==> src/rtl/mem_arbiter_pkg.sv <==
`default_nettype none
// ============================================================================
// Module      : mem_arb_pkg
// Description : Shared types and constants for the two-requester memory
//               arbiter: FSM state encoding, default widths and requester
//               index constants.
// Contents    : arb_state_t (IDLE, ISSUE), DEF_N / DEF_AW / DEF_CW,
//               REQ_CPU / REQ_LDR.
// Revision    : 1.0 - initial release
// ============================================================================
package mem_arb_pkg;

  localparam int DEF_N  = 32;   // memory word width
  localparam int DEF_AW = 5;    // 32-entry word address
  localparam int DEF_CW = 16;   // grant counter width

  localparam logic REQ_CPU = 1'b0;  // requester 0: CPU load/store path
  localparam logic REQ_LDR = 1'b1;  // requester 1: loader/debug port

  typedef enum logic [0:0] {
    IDLE  = 1'b0,
    ISSUE = 1'b1
  } arb_state_t;

endpackage
`default_nettype wire

==> src/rtl/mem_arbiter_if.sv <==
`default_nettype none
// ============================================================================
// Module      : mem_arb_if
// Description : Bundle of requester-side and memory-side signals of the
//               memory arbiter.
// Modports    : slave  - arbiter view (requests and memory read data in;
//                        grants, read returns, counters and strobes out)
//               master - requesters/memory view (the opposite directions)
// Signals     : req/we/addr/wdata 0,1 ; gnt/rvalid/rdata/gcnt 0,1 ;
//               mem_addr, mem_addr2, mem_wdata, mem_read, mem_write,
//               mem_rdata, mem_rdata2
// Revision    : 1.0 - initial release
// ============================================================================
interface mem_arb_if #(
  parameter int N  = mem_arb_pkg::DEF_N,
  parameter int AW = mem_arb_pkg::DEF_AW,
  parameter int CW = mem_arb_pkg::DEF_CW
) ();

  logic          req0,    req1;
  logic          we0,     we1;
  logic [AW-1:0] addr0,   addr1;
  logic [N-1:0]  wdata0,  wdata1;
  logic          gnt0,    gnt1;
  logic          rvalid0, rvalid1;
  logic [N-1:0]  rdata0,  rdata1;
  logic [CW-1:0] gcnt0,   gcnt1;
  logic [AW-1:0] mem_addr, mem_addr2;
  logic [N-1:0]  mem_wdata;
  logic          mem_read, mem_write;
  logic [N-1:0]  mem_rdata, mem_rdata2;

  modport slave (
    input  req0, req1, we0, we1, addr0, addr1, wdata0, wdata1,
    input  mem_rdata, mem_rdata2,
    output gnt0, gnt1, rvalid0, rvalid1, rdata0, rdata1, gcnt0, gcnt1,
    output mem_addr, mem_addr2, mem_wdata, mem_read, mem_write
  );

  modport master (
    output req0, req1, we0, we1, addr0, addr1, wdata0, wdata1,
    output mem_rdata, mem_rdata2,
    input  gnt0, gnt1, rvalid0, rvalid1, rdata0, rdata1, gcnt0, gcnt1,
    input  mem_addr, mem_addr2, mem_wdata, mem_read, mem_write
  );

endinterface
`default_nettype wire

==> src/rtl/mem_arbiter_rr_pick2.sv <==
`default_nettype none
// ============================================================================
// Module      : rr_pick2
// Description : Combinational two-way round-robin picker. When both inputs
//               request, the one named by i_prio wins; otherwise the single
//               requester wins.
// Ports       : i_req0, i_req1 - requests
//               i_prio         - preferred requester on contention
//               o_win_valid    - at least one request present
//               o_win_idx      - index of the winner
// Revision    : 1.0 - initial release
// ============================================================================
module rr_pick2
  import mem_arb_pkg::*;
(
  input  logic i_req0,
  input  logic i_req1,
  input  logic i_prio,
  output logic o_win_valid,
  output logic o_win_idx
);

  assign o_win_valid = i_req0 | i_req1;
  assign o_win_idx   = (i_req0 & i_req1) ? i_prio
                     : (i_req1 ? REQ_LDR : REQ_CPU);

endmodule
`default_nettype wire

==> src/rtl/mem_arbiter.sv <==
`default_nettype none
// ============================================================================
// Module      : mem_arbiter
// Description : Two-requester round-robin arbiter and access sequencer for a
//               32-entry register-style data memory. Each access takes an
//               IDLE (sample) cycle and an ISSUE (strobe) cycle; all memory
//               pins are driven from flops.
// Ports       : clk, rst (synchronous, active-high)
//               bus (mem_arb_if.slave) - requester and memory signals
// Config      : MEM_ARB_DUAL_READ_EN - when defined, two simultaneous reads
//               are issued together on mem_addr / mem_addr2.
// Revision    : 1.0 - initial release
// ============================================================================
module mem_arbiter
  import mem_arb_pkg::*;
#(
  parameter int N  = DEF_N,
  parameter int AW = DEF_AW,
  parameter int CW = DEF_CW
) (
  input  logic       clk,
  input  logic       rst,
  mem_arb_if.slave   bus
);

  arb_state_t    r_state, w_next_state;
  logic          r_prio;
  logic          w_win_valid, w_win_idx, w_dual, w_take;
  logic          w_sel_we;
  logic [AW-1:0] w_sel_addr;
  logic [N-1:0]  w_sel_wdata;
  logic [AW-1:0] r_mem_addr;
  logic [N-1:0]  r_mem_wdata;
  logic          r_mem_read, r_mem_write;
  logic          r_gnt0, r_gnt1, r_rvalid0, r_rvalid1;
  logic [N-1:0]  r_rdata0, r_rdata1;
  logic [CW-1:0] r_gcnt0, r_gcnt1;

  rr_pick2 u_pick (
    .i_req0      (bus.req0),
    .i_req1      (bus.req1),
    .i_prio      (r_prio),
    .o_win_valid (w_win_valid),
    .o_win_idx   (w_win_idx)
  );

`ifdef MEM_ARB_DUAL_READ_EN
  logic [AW-1:0] r_mem_addr2;
  assign w_dual        = bus.req0 & bus.req1 & ~bus.we0 & ~bus.we1;
  assign bus.mem_addr2 = r_mem_addr2;
`else
  logic [N-1:0] w_unused_rdata2;
  assign w_dual          = 1'b0;
  assign w_unused_rdata2 = bus.mem_rdata2;
  assign bus.mem_addr2   = r_mem_addr;
`endif

  assign w_sel_we    = (w_win_idx == REQ_LDR) ? bus.we1    : bus.we0;
  assign w_sel_addr  = (w_win_idx == REQ_LDR) ? bus.addr1  : bus.addr0;
  assign w_sel_wdata = (w_win_idx == REQ_LDR) ? bus.wdata1 : bus.wdata0;

  // Requests are only looked at in IDLE; anything seen during ISSUE is ignored.
  assign w_take = (r_state == IDLE) && w_win_valid;

  always_ff @(posedge clk) begin
    if (rst) r_state <= IDLE;
    else     r_state <= w_next_state;
  end

  always_comb begin
    w_next_state = r_state;
    case (r_state)
      IDLE:    if (w_win_valid) w_next_state = ISSUE;
      ISSUE:   w_next_state = IDLE;
      default: w_next_state = IDLE;
    endcase
  end

  always_ff @(posedge clk) begin
    if (rst) begin
      r_prio      <= REQ_CPU;
      r_mem_addr  <= '0;
      r_mem_wdata <= '0;
      r_mem_read  <= 1'b0;
      r_mem_write <= 1'b0;
      r_gnt0      <= 1'b0;
      r_gnt1      <= 1'b0;
      r_rvalid0   <= 1'b0;
      r_rvalid1   <= 1'b0;
      r_rdata0    <= '0;
      r_rdata1    <= '0;
      r_gcnt0     <= '0;
      r_gcnt1     <= '0;
`ifdef MEM_ARB_DUAL_READ_EN
      r_mem_addr2 <= '0;
`endif
    end else begin
      // Pulses default low; address/data registers keep their last value.
      r_mem_read  <= 1'b0;
      r_mem_write <= 1'b0;
      r_gnt0      <= 1'b0;
      r_gnt1      <= 1'b0;
      r_rvalid0   <= 1'b0;
      r_rvalid1   <= 1'b0;

      if (w_take) begin
        r_mem_addr  <= w_dual ? bus.addr0 : w_sel_addr;
        r_mem_wdata <= w_sel_wdata;
        r_mem_read  <= w_dual | ~w_sel_we;
        r_mem_write <= ~w_dual & w_sel_we;
        r_gnt0      <= w_dual | (w_win_idx == REQ_CPU);
        r_gnt1      <= w_dual | (w_win_idx == REQ_LDR);
        // A dual issue serves both sides, so fairness is unaffected.
        if (!w_dual) r_prio <= ~w_win_idx;
`ifdef MEM_ARB_DUAL_READ_EN
        r_mem_addr2 <= w_dual ? bus.addr1 : w_sel_addr;
`endif
      end

      if ((r_state == ISSUE) && r_mem_read) begin
        if (r_gnt0) begin
          r_rvalid0 <= 1'b1;
          r_rdata0  <= bus.mem_rdata;
        end
        if (r_gnt1) begin
          r_rvalid1 <= 1'b1;
`ifdef MEM_ARB_DUAL_READ_EN
          // Both grants at once only happens on a dual issue: port 2 is ours.
          r_rdata1  <= r_gnt0 ? bus.mem_rdata2 : bus.mem_rdata;
`else
          r_rdata1  <= bus.mem_rdata;
`endif
        end
      end

      if (r_gnt0 && (r_gcnt0 != '1)) r_gcnt0 <= r_gcnt0 + CW'(1);
      if (r_gnt1 && (r_gcnt1 != '1)) r_gcnt1 <= r_gcnt1 + CW'(1);
    end
  end

  assign bus.mem_addr  = r_mem_addr;
  assign bus.mem_wdata = r_mem_wdata;
  assign bus.mem_read  = r_mem_read;
  assign bus.mem_write = r_mem_write;
  assign bus.gnt0      = r_gnt0;
  assign bus.gnt1      = r_gnt1;
  assign bus.rvalid0   = r_rvalid0;
  assign bus.rvalid1   = r_rvalid1;
  assign bus.rdata0    = r_rdata0;
  assign bus.rdata1    = r_rdata1;
  assign bus.gcnt0     = r_gcnt0;
  assign bus.gcnt1     = r_gcnt1;

endmodule
`default_nettype wire
==> src/flat_wrapper.sv <==
// flat-port wrapper written by rule: the top's interface ports become plain ports
module mem_arbiter_flat import mem_arb_pkg::*;
#(
  parameter int N  = DEF_N,
  parameter int AW = DEF_AW,
  parameter int CW = DEF_CW
)
  (clk, rst, bus_req0, bus_req1, bus_we0, bus_we1, bus_addr0, bus_addr1, bus_wdata0, bus_wdata1, bus_mem_rdata, bus_mem_rdata2, bus_gnt0, bus_gnt1, bus_rvalid0, bus_rvalid1, bus_rdata0, bus_rdata1, bus_gcnt0, bus_gcnt1, bus_mem_addr, bus_mem_addr2, bus_mem_wdata, bus_mem_read, bus_mem_write);
  mem_arb_if #(.N(N), .AW(AW), .CW(CW)) bus_i ();
  input  logic clk;
  input  logic rst;
  input wire logic [$bits(bus_i.req0)-1:0] bus_req0;
  input wire logic [$bits(bus_i.req1)-1:0] bus_req1;
  input wire logic [$bits(bus_i.we0)-1:0] bus_we0;
  input wire logic [$bits(bus_i.we1)-1:0] bus_we1;
  input wire logic [$bits(bus_i.addr0)-1:0] bus_addr0;
  input wire logic [$bits(bus_i.addr1)-1:0] bus_addr1;
  input wire logic [$bits(bus_i.wdata0)-1:0] bus_wdata0;
  input wire logic [$bits(bus_i.wdata1)-1:0] bus_wdata1;
  input wire logic [$bits(bus_i.mem_rdata)-1:0] bus_mem_rdata;
  input wire logic [$bits(bus_i.mem_rdata2)-1:0] bus_mem_rdata2;
  output wire logic [$bits(bus_i.gnt0)-1:0] bus_gnt0;
  output wire logic [$bits(bus_i.gnt1)-1:0] bus_gnt1;
  output wire logic [$bits(bus_i.rvalid0)-1:0] bus_rvalid0;
  output wire logic [$bits(bus_i.rvalid1)-1:0] bus_rvalid1;
  output wire logic [$bits(bus_i.rdata0)-1:0] bus_rdata0;
  output wire logic [$bits(bus_i.rdata1)-1:0] bus_rdata1;
  output wire logic [$bits(bus_i.gcnt0)-1:0] bus_gcnt0;
  output wire logic [$bits(bus_i.gcnt1)-1:0] bus_gcnt1;
  output wire logic [$bits(bus_i.mem_addr)-1:0] bus_mem_addr;
  output wire logic [$bits(bus_i.mem_addr2)-1:0] bus_mem_addr2;
  output wire logic [$bits(bus_i.mem_wdata)-1:0] bus_mem_wdata;
  output wire logic [$bits(bus_i.mem_read)-1:0] bus_mem_read;
  output wire logic [$bits(bus_i.mem_write)-1:0] bus_mem_write;
  assign bus_i.req0 = bus_req0;
  assign bus_i.req1 = bus_req1;
  assign bus_i.we0 = bus_we0;
  assign bus_i.we1 = bus_we1;
  assign bus_i.addr0 = bus_addr0;
  assign bus_i.addr1 = bus_addr1;
  assign bus_i.wdata0 = bus_wdata0;
  assign bus_i.wdata1 = bus_wdata1;
  assign bus_i.mem_rdata = bus_mem_rdata;
  assign bus_i.mem_rdata2 = bus_mem_rdata2;
  assign bus_gnt0 = bus_i.gnt0;
  assign bus_gnt1 = bus_i.gnt1;
  assign bus_rvalid0 = bus_i.rvalid0;
  assign bus_rvalid1 = bus_i.rvalid1;
  assign bus_rdata0 = bus_i.rdata0;
  assign bus_rdata1 = bus_i.rdata1;
  assign bus_gcnt0 = bus_i.gcnt0;
  assign bus_gcnt1 = bus_i.gcnt1;
  assign bus_mem_addr = bus_i.mem_addr;
  assign bus_mem_addr2 = bus_i.mem_addr2;
  assign bus_mem_wdata = bus_i.mem_wdata;
  assign bus_mem_read = bus_i.mem_read;
  assign bus_mem_write = bus_i.mem_write;
  mem_arbiter #(.N(N), .AW(AW), .CW(CW)) u_core (.clk(clk), .rst(rst), .bus(bus_i));
endmodule
==> config.mk <==
export PLATFORM = sky130hd
export DESIGN_NAME = mem_arbiter_flat
export DESIGN_NICKNAME = d
export VERILOG_FILES = /design/src/rtl/mem_arbiter_pkg.sv /design/src/rtl/mem_arbiter_if.sv /design/src/rtl/mem_arbiter_rr_pick2.sv /design/src/rtl/mem_arbiter.sv /design/src/flat_wrapper.sv
export SDC_FILE = /design/constraint.sdc
export NUM_CORES = 1
export LEC_CHECK = 0
export ABC_AREA = 1
export CORE_UTILIZATION = 44
export DETAILED_ROUTE_END_ITERATION = 8
export GPL_TIMING_DRIVEN = 1
export HOLD_SLACK_MARGIN = 0.06
export PLACE_DENSITY = 0.88
export SLEW_MARGIN = 40
export SYNTH_ARGS = -nofsm -noshare
export SYNTH_HDL_FRONTEND = slang
export SYNTH_HIERARCHICAL = 1
export SYNTH_SLANG_ARGS = --single-unit
==> constraint.sdc <==
create_clock -name clk -period 4.1 [get_ports clk]
set_input_delay 0.615 -clock clk [delete_from_list [all_inputs] [get_ports clk]]
set_output_delay 0.615 -clock clk [all_outputs]
set_load 0.01 [all_outputs]
==> Word level (Yosys, flattened, before mapping) <==
Index checks and enable logic that the tools add are counted.
W data, S select, Z words.
{ "word_totals": {"register_bits": 141, "out_inout_bits": 144, "elab_cells": 42} }
{ "op_classes": {"addsub": 2, "eq_ne": 2, "mux": 9, "n_bitwise": 7, "reduce_logical": 8} }
{ "op_table": {"columns": ["operator", "n"], "rows": [
  ["$add A16 B1 Y16 const B", 2],
  ["$mux W32", 1],
  ["$ne A16 B16 Y1 const B", 2],
  ["$mux W1", 6],
  ["$mux W5", 1],
  ["$not A1 Y1", 5],
  ["$logic_and A1 B1 Y1", 4],
  ["$reduce_and A2 Y1", 2],
  ["$reduce_or A2 Y1", 2],
  ["$pmux W1 S2", 1],
  ["$and A1 B1 Y1", 1],
  ["$or A1 B1 Y1", 1]
]} }

==> Logic depth before layout (Yosys ltp) <==
{ "logic_depth": {"word_depth": 4, "ltp_mapped": 10, "mapped_depth_nobuf": 10} }

==> Cells and area by module <==
Netlist, hierarchy kept.
{ "modules_own_cells": {"columns": ["mod", "instances", "cells_per_inst", "area_each_um2", "seq_area_each_um2"], "rows": [
  ["mem_arbiter", 1, 814, 5965.7, 2822.7],
  ["rr_pick2", 1, 5, 22.5, 0.0]
]} }

==> Worst setup path before layout <==
Ideal clock, no wire load.
{ "synth_timing": {"kind": "input -> register", "startpoint": "input port bus_req1", "endpoint": "register u_core.r_mem_wdata[17] (netlist: u_core/bus.mem_wdata[17])", "t_arrival_ns": 1.498, "t_required_ns": 4.030, "path_slack_ns": 2.532, "stages": 8, "cell_sequence": "or2_1 inv_1 nor2_1 inv_1 buf_2 buf_2 a21oi_1 a21oi_1"} }
{ "synth_between": {"elab_chain_len": 3} }
{ "synth_lines": {"columns": ["element", "line", "rtl"], "rows": [
  ["from (decl)", "flat_wrapper.sv:13", "input wire logic [$bits(bus_i.req1)-1:0] bus_req1;"],
  ["$mux W1 or $and A1 B1 Y1 (tied branches)", "mem_arbiter_rr_pick2.sv:25, mem_arbiter_rr_pick2.sv:24", null],
  ["$mux W1", "mem_arbiter_rr_pick2.sv:24", "assign o_win_idx = (i_req0 & i_req1) ? i_prio"],
  ["$mux W32", "mem_arbiter.sv:60", "assign w_sel_wdata = (w_win_idx == REQ_LDR) ? bus.wdata1 : bus.wdata0;"],
  ["to (signal assigned)", "mem_arbiter.sv:108", "r_mem_wdata <= w_sel_wdata;"],
  ["to (decl)", "mem_arbiter.sv:33", "logic [N-1:0] r_mem_wdata;"]
]} }
Parallel ways exist; a longest one is shown, timed or not.
A chain may end at the register's enable or synchronous reset.

==> results.yml <==
run_status:
  status: "completed"
placed_design:
  portBuffers: 255
  dp_cells: 1207
  hpwlAfterDp_um: 12210
  gp_congestion: 0.8479
clock_tree:
  postCtsResizedCells: 0
  clock-sinks: 141
  cts_hold_buf: 0
  path_clk_slew_ps: 60
  cts_tree: "yes"
  cts_root_buf: "clkbuf_16"
  numCtsBuffers: 17
  ctsLongestPathBuffers: 2
  cts_setup_buffers: 0
  clkLatencyLatePin_ps: 410
  h-tree-depth: 4
critical_path:
  crit_path_start_kind: "input port"
  crit_type: "in -> reg"
  path_max_fanout: 48
  critPathCaptureType: "flip-flop"
  arrival_ps: 2700
  crit_required_ps: 4380
floorplan:
  core_um2: 13240
  num_rows: 42
  start_util_pct: 45.22
  dieArea_um2: 14080
  die_width_um: 118.7
  io_pins: 288
  die_h_um: 118.7
finish:
  syn2layout_area_growth_pct: 54.76
  antenna_cells: 0
  fill_cells: 1027
  drive_gt1_share_pct: 6.585
  fin_cells: 1239
  fin_nets: 1196
yosys:
  syn-num-nets: 965
  syn_avg_cell_area_um2: 7.312
  ys_seq_area_share_pct: 47.14
  syn_area_um2: 5988
  synth_cell_types: 31
  synth_top_cell_by_area: "dfxtp_1"
  yosysWarnings: 6
  synth_seq_cells: 141
  netlist_instances: 819
  synth_top_area_share_pct: 47.14
  ys_top_cells_by_area: "dfxtp_1, a21oi_1, o21ai_0, nand2_1, inv_1"
timing:
  tns_ps: 0
  finalHoldViolCount: 0
  period_share_pct: 59.23
  finalMaxSlewViolations: 0
  finalSetupViolCount: 0
  hold_slack_ps: 442.6
  fin_crit_ps: 2428
  worstMarginPinSlew_ps: 634.3
  fmax_ghz: 0.4118
  rsz0062_at_grt: "false"
  slew_headroom_pct: 57.66
  clock_skew_ps: 4.180
grt:
  first_global_vias: 6049
  use_met3_pct: 8.494
  antenna_found_initial: 0
  top_usage_layer: "met2"
  grt_max_degree: 66
  met2_usage_pct: 44.15
  grt_pass1_wl_um: 28800
  grt_usage_pct: 25.73
  grt_use_met1_pct: 28.30
  grt-ovfl-total: 0
detailed_routing:
  wirelength_um: 17800
  vias_per_cell: 5.080
  dr.pass1.iters: 5
  drt_iter0_markers: 440
  ant_nets: 0
  post_drt_wl_per_cell_um: 14.37
  drc: 0
  num_vias: 6294
power:
  p_total_uw: 3639
  p_leak_uw: 0.003508
  power.density_nw_per_um2: 392.7
  peakVddDrop_mv: 0.2034
job:
  maxCapViolations: 0
worst_hold_path:
  min_path_type: "reg -> reg"
[per-layer routing]
| metal | part of all wire, % | vias up | wire [um] |
|---|---|---|---|
| met3 | 7.5 | 44 | 1341 |
| met2 | 50 | 259 | 8877 |
| li1 | - | 3122 | - |
| met5 | 0 | - | 0 |
| met4 | 3.4 | 0 | 598 |
| met1 | 39 | 2869 | 6984 |
[synthesized netlist by cell type]
cell type / number
and3_1: 1
inv_1: 99
clkbuf_1: 30
dfxtp_1: 141
o21ai_1: 8
nand3_4: 1
or2_2: 1
nand2_4: 1
buf_6: 4
nor2_4: 6
nand2_1: 116
nor2_2: 4
nor3_1: 3
or2_1: 1
nand3_1: 34
nand3b_1: 3
a31o_2: 1
nor3b_1: 1
o21ai_0: 97
nand3_2: 3
buf_4: 7
ha_1: 2
a21oi_2: 1
nand2_2: 4
buf_2: 9
nand4_4: 1
nor2_1: 76
inv_2: 2
buf_1: 2
nand4_1: 2
a21oi_1: 158
[state kept, by name (all words and copies together), names as in the netlist]
name                  cells
u_core/bus.rdata1        32
u_core/r_prio             1
u_core/bus.mem_read       1
u_core/bus.rdata0        32
u_core/bus.gnt0           1
u_core/bus.mem_wdata     32
u_core/bus.gcnt1         16
u_core/bus.gcnt0         16
u_core/bus.mem_addr       5
u_core/bus.mem_write      1
u_core/r_state            1
u_core/bus.rvalid0        1
u_core/bus.rvalid1        1
u_core/bus.gnt1           1
[critical path, stage by stage]
cell and delay [ps]:
clkdlybuf4s50_1 720, clkinv_2 620, buf_4 470, o21ai_0 180, a21oi_1 80
[final timing paths]
kind	endpoint	start	slack [ps]	cells past startpoint
max reg2reg	u_core/bus.gcnt0[1]	u_core/bus.gcnt0[0]	2410	8
max	u_core/bus.rdata0[17]	rst	1670	5
min reg2reg	u_core/bus.rdata0[24]	u_core/bus.rdata0[24]	440	2
min	u_core/bus.rdata0[24]	u_core/bus.rdata0[24]	440	2
[area by class of cell]
| cell class | instances | area [um^2] | share of cell area [%] |
|---|---|---|---|
| Clock buffer | 19 | 452.9 | 4.887 |
| Clock inverter | 13 | 235.2 | 2.538 |
| Inverter | 101 | 380.4 | 4.104 |
| Multi-Input combinational cell | 525 | 2536 | 27.37 |
| Sequential cell | 141 | 2823 | 30.46 |
| Tap cell | 176 | 220.2 | 2.376 |
| Timing Repair Buffer | 264 | 2620 | 28.27 |
[where the power goes]
group / internal (uW) / switching, uW
registers: 1420 / 31.4
clock network: 1180 / 594
logic: 230 / 187
[logic make-up after synthesis]
| kind of cell | after synthesis | synth area share, % |
|---|---|---|
| adder cells (fa/ha/maj) | 2 | 0.4178 |
| AND/OR/NAND/NOR | 258 | 19.45 |
| flip-flops | 141 | 47.14 |
| buffers and inverters | 153 | 10.72 |
| AO/OA/AOI/OAI | 265 | 22.27 |
[cells in the final DEF, fill, tap and decap left out, types with 3 or more instances in the layout]
master / netlist / layout
clkdlybuf4s50_1: 0 / 255
a21oi_1: 158 / 158
dfxtp_1: 141 / 141
nand2_1: 116 / 116
inv_1: 99 / 98
o21ai_0: 97 / 97
nor2_1: 76 / 75
nand3_1: 34 / 32
clkbuf_16: 0 / 17
buf_4: 7 / 9
o21ai_1: 8 / 8
bufinv_16: 0 / 6
nor2_4: 6 / 6
nor2_2: 4 / 5
nand3_2: 3 / 5
nand2_2: 4 / 4
nand3b_1: 3 / 3
nor3_1: 3 / 3
[per-stage QoR]
| stage | worst slack, ps | area (um^2) | util (%) |
|---|---|---|---|
| 6_report | 1672 | 9268 | 69.98 |
| 3_3_place_gp | 1333 | 8579 | 64.79 |
| 2_1_floorplan | 2532 | 5988 | - |
| 3_5_place_dp | 1327 | 8579 | 64.79 |
| 5_1_grt | 1576 | 9268 | 69.98 |
| 4_1_cts | 1677 | 9268 | 69.98 |
No activity file was read; power rests on OpenSTA's default activity.
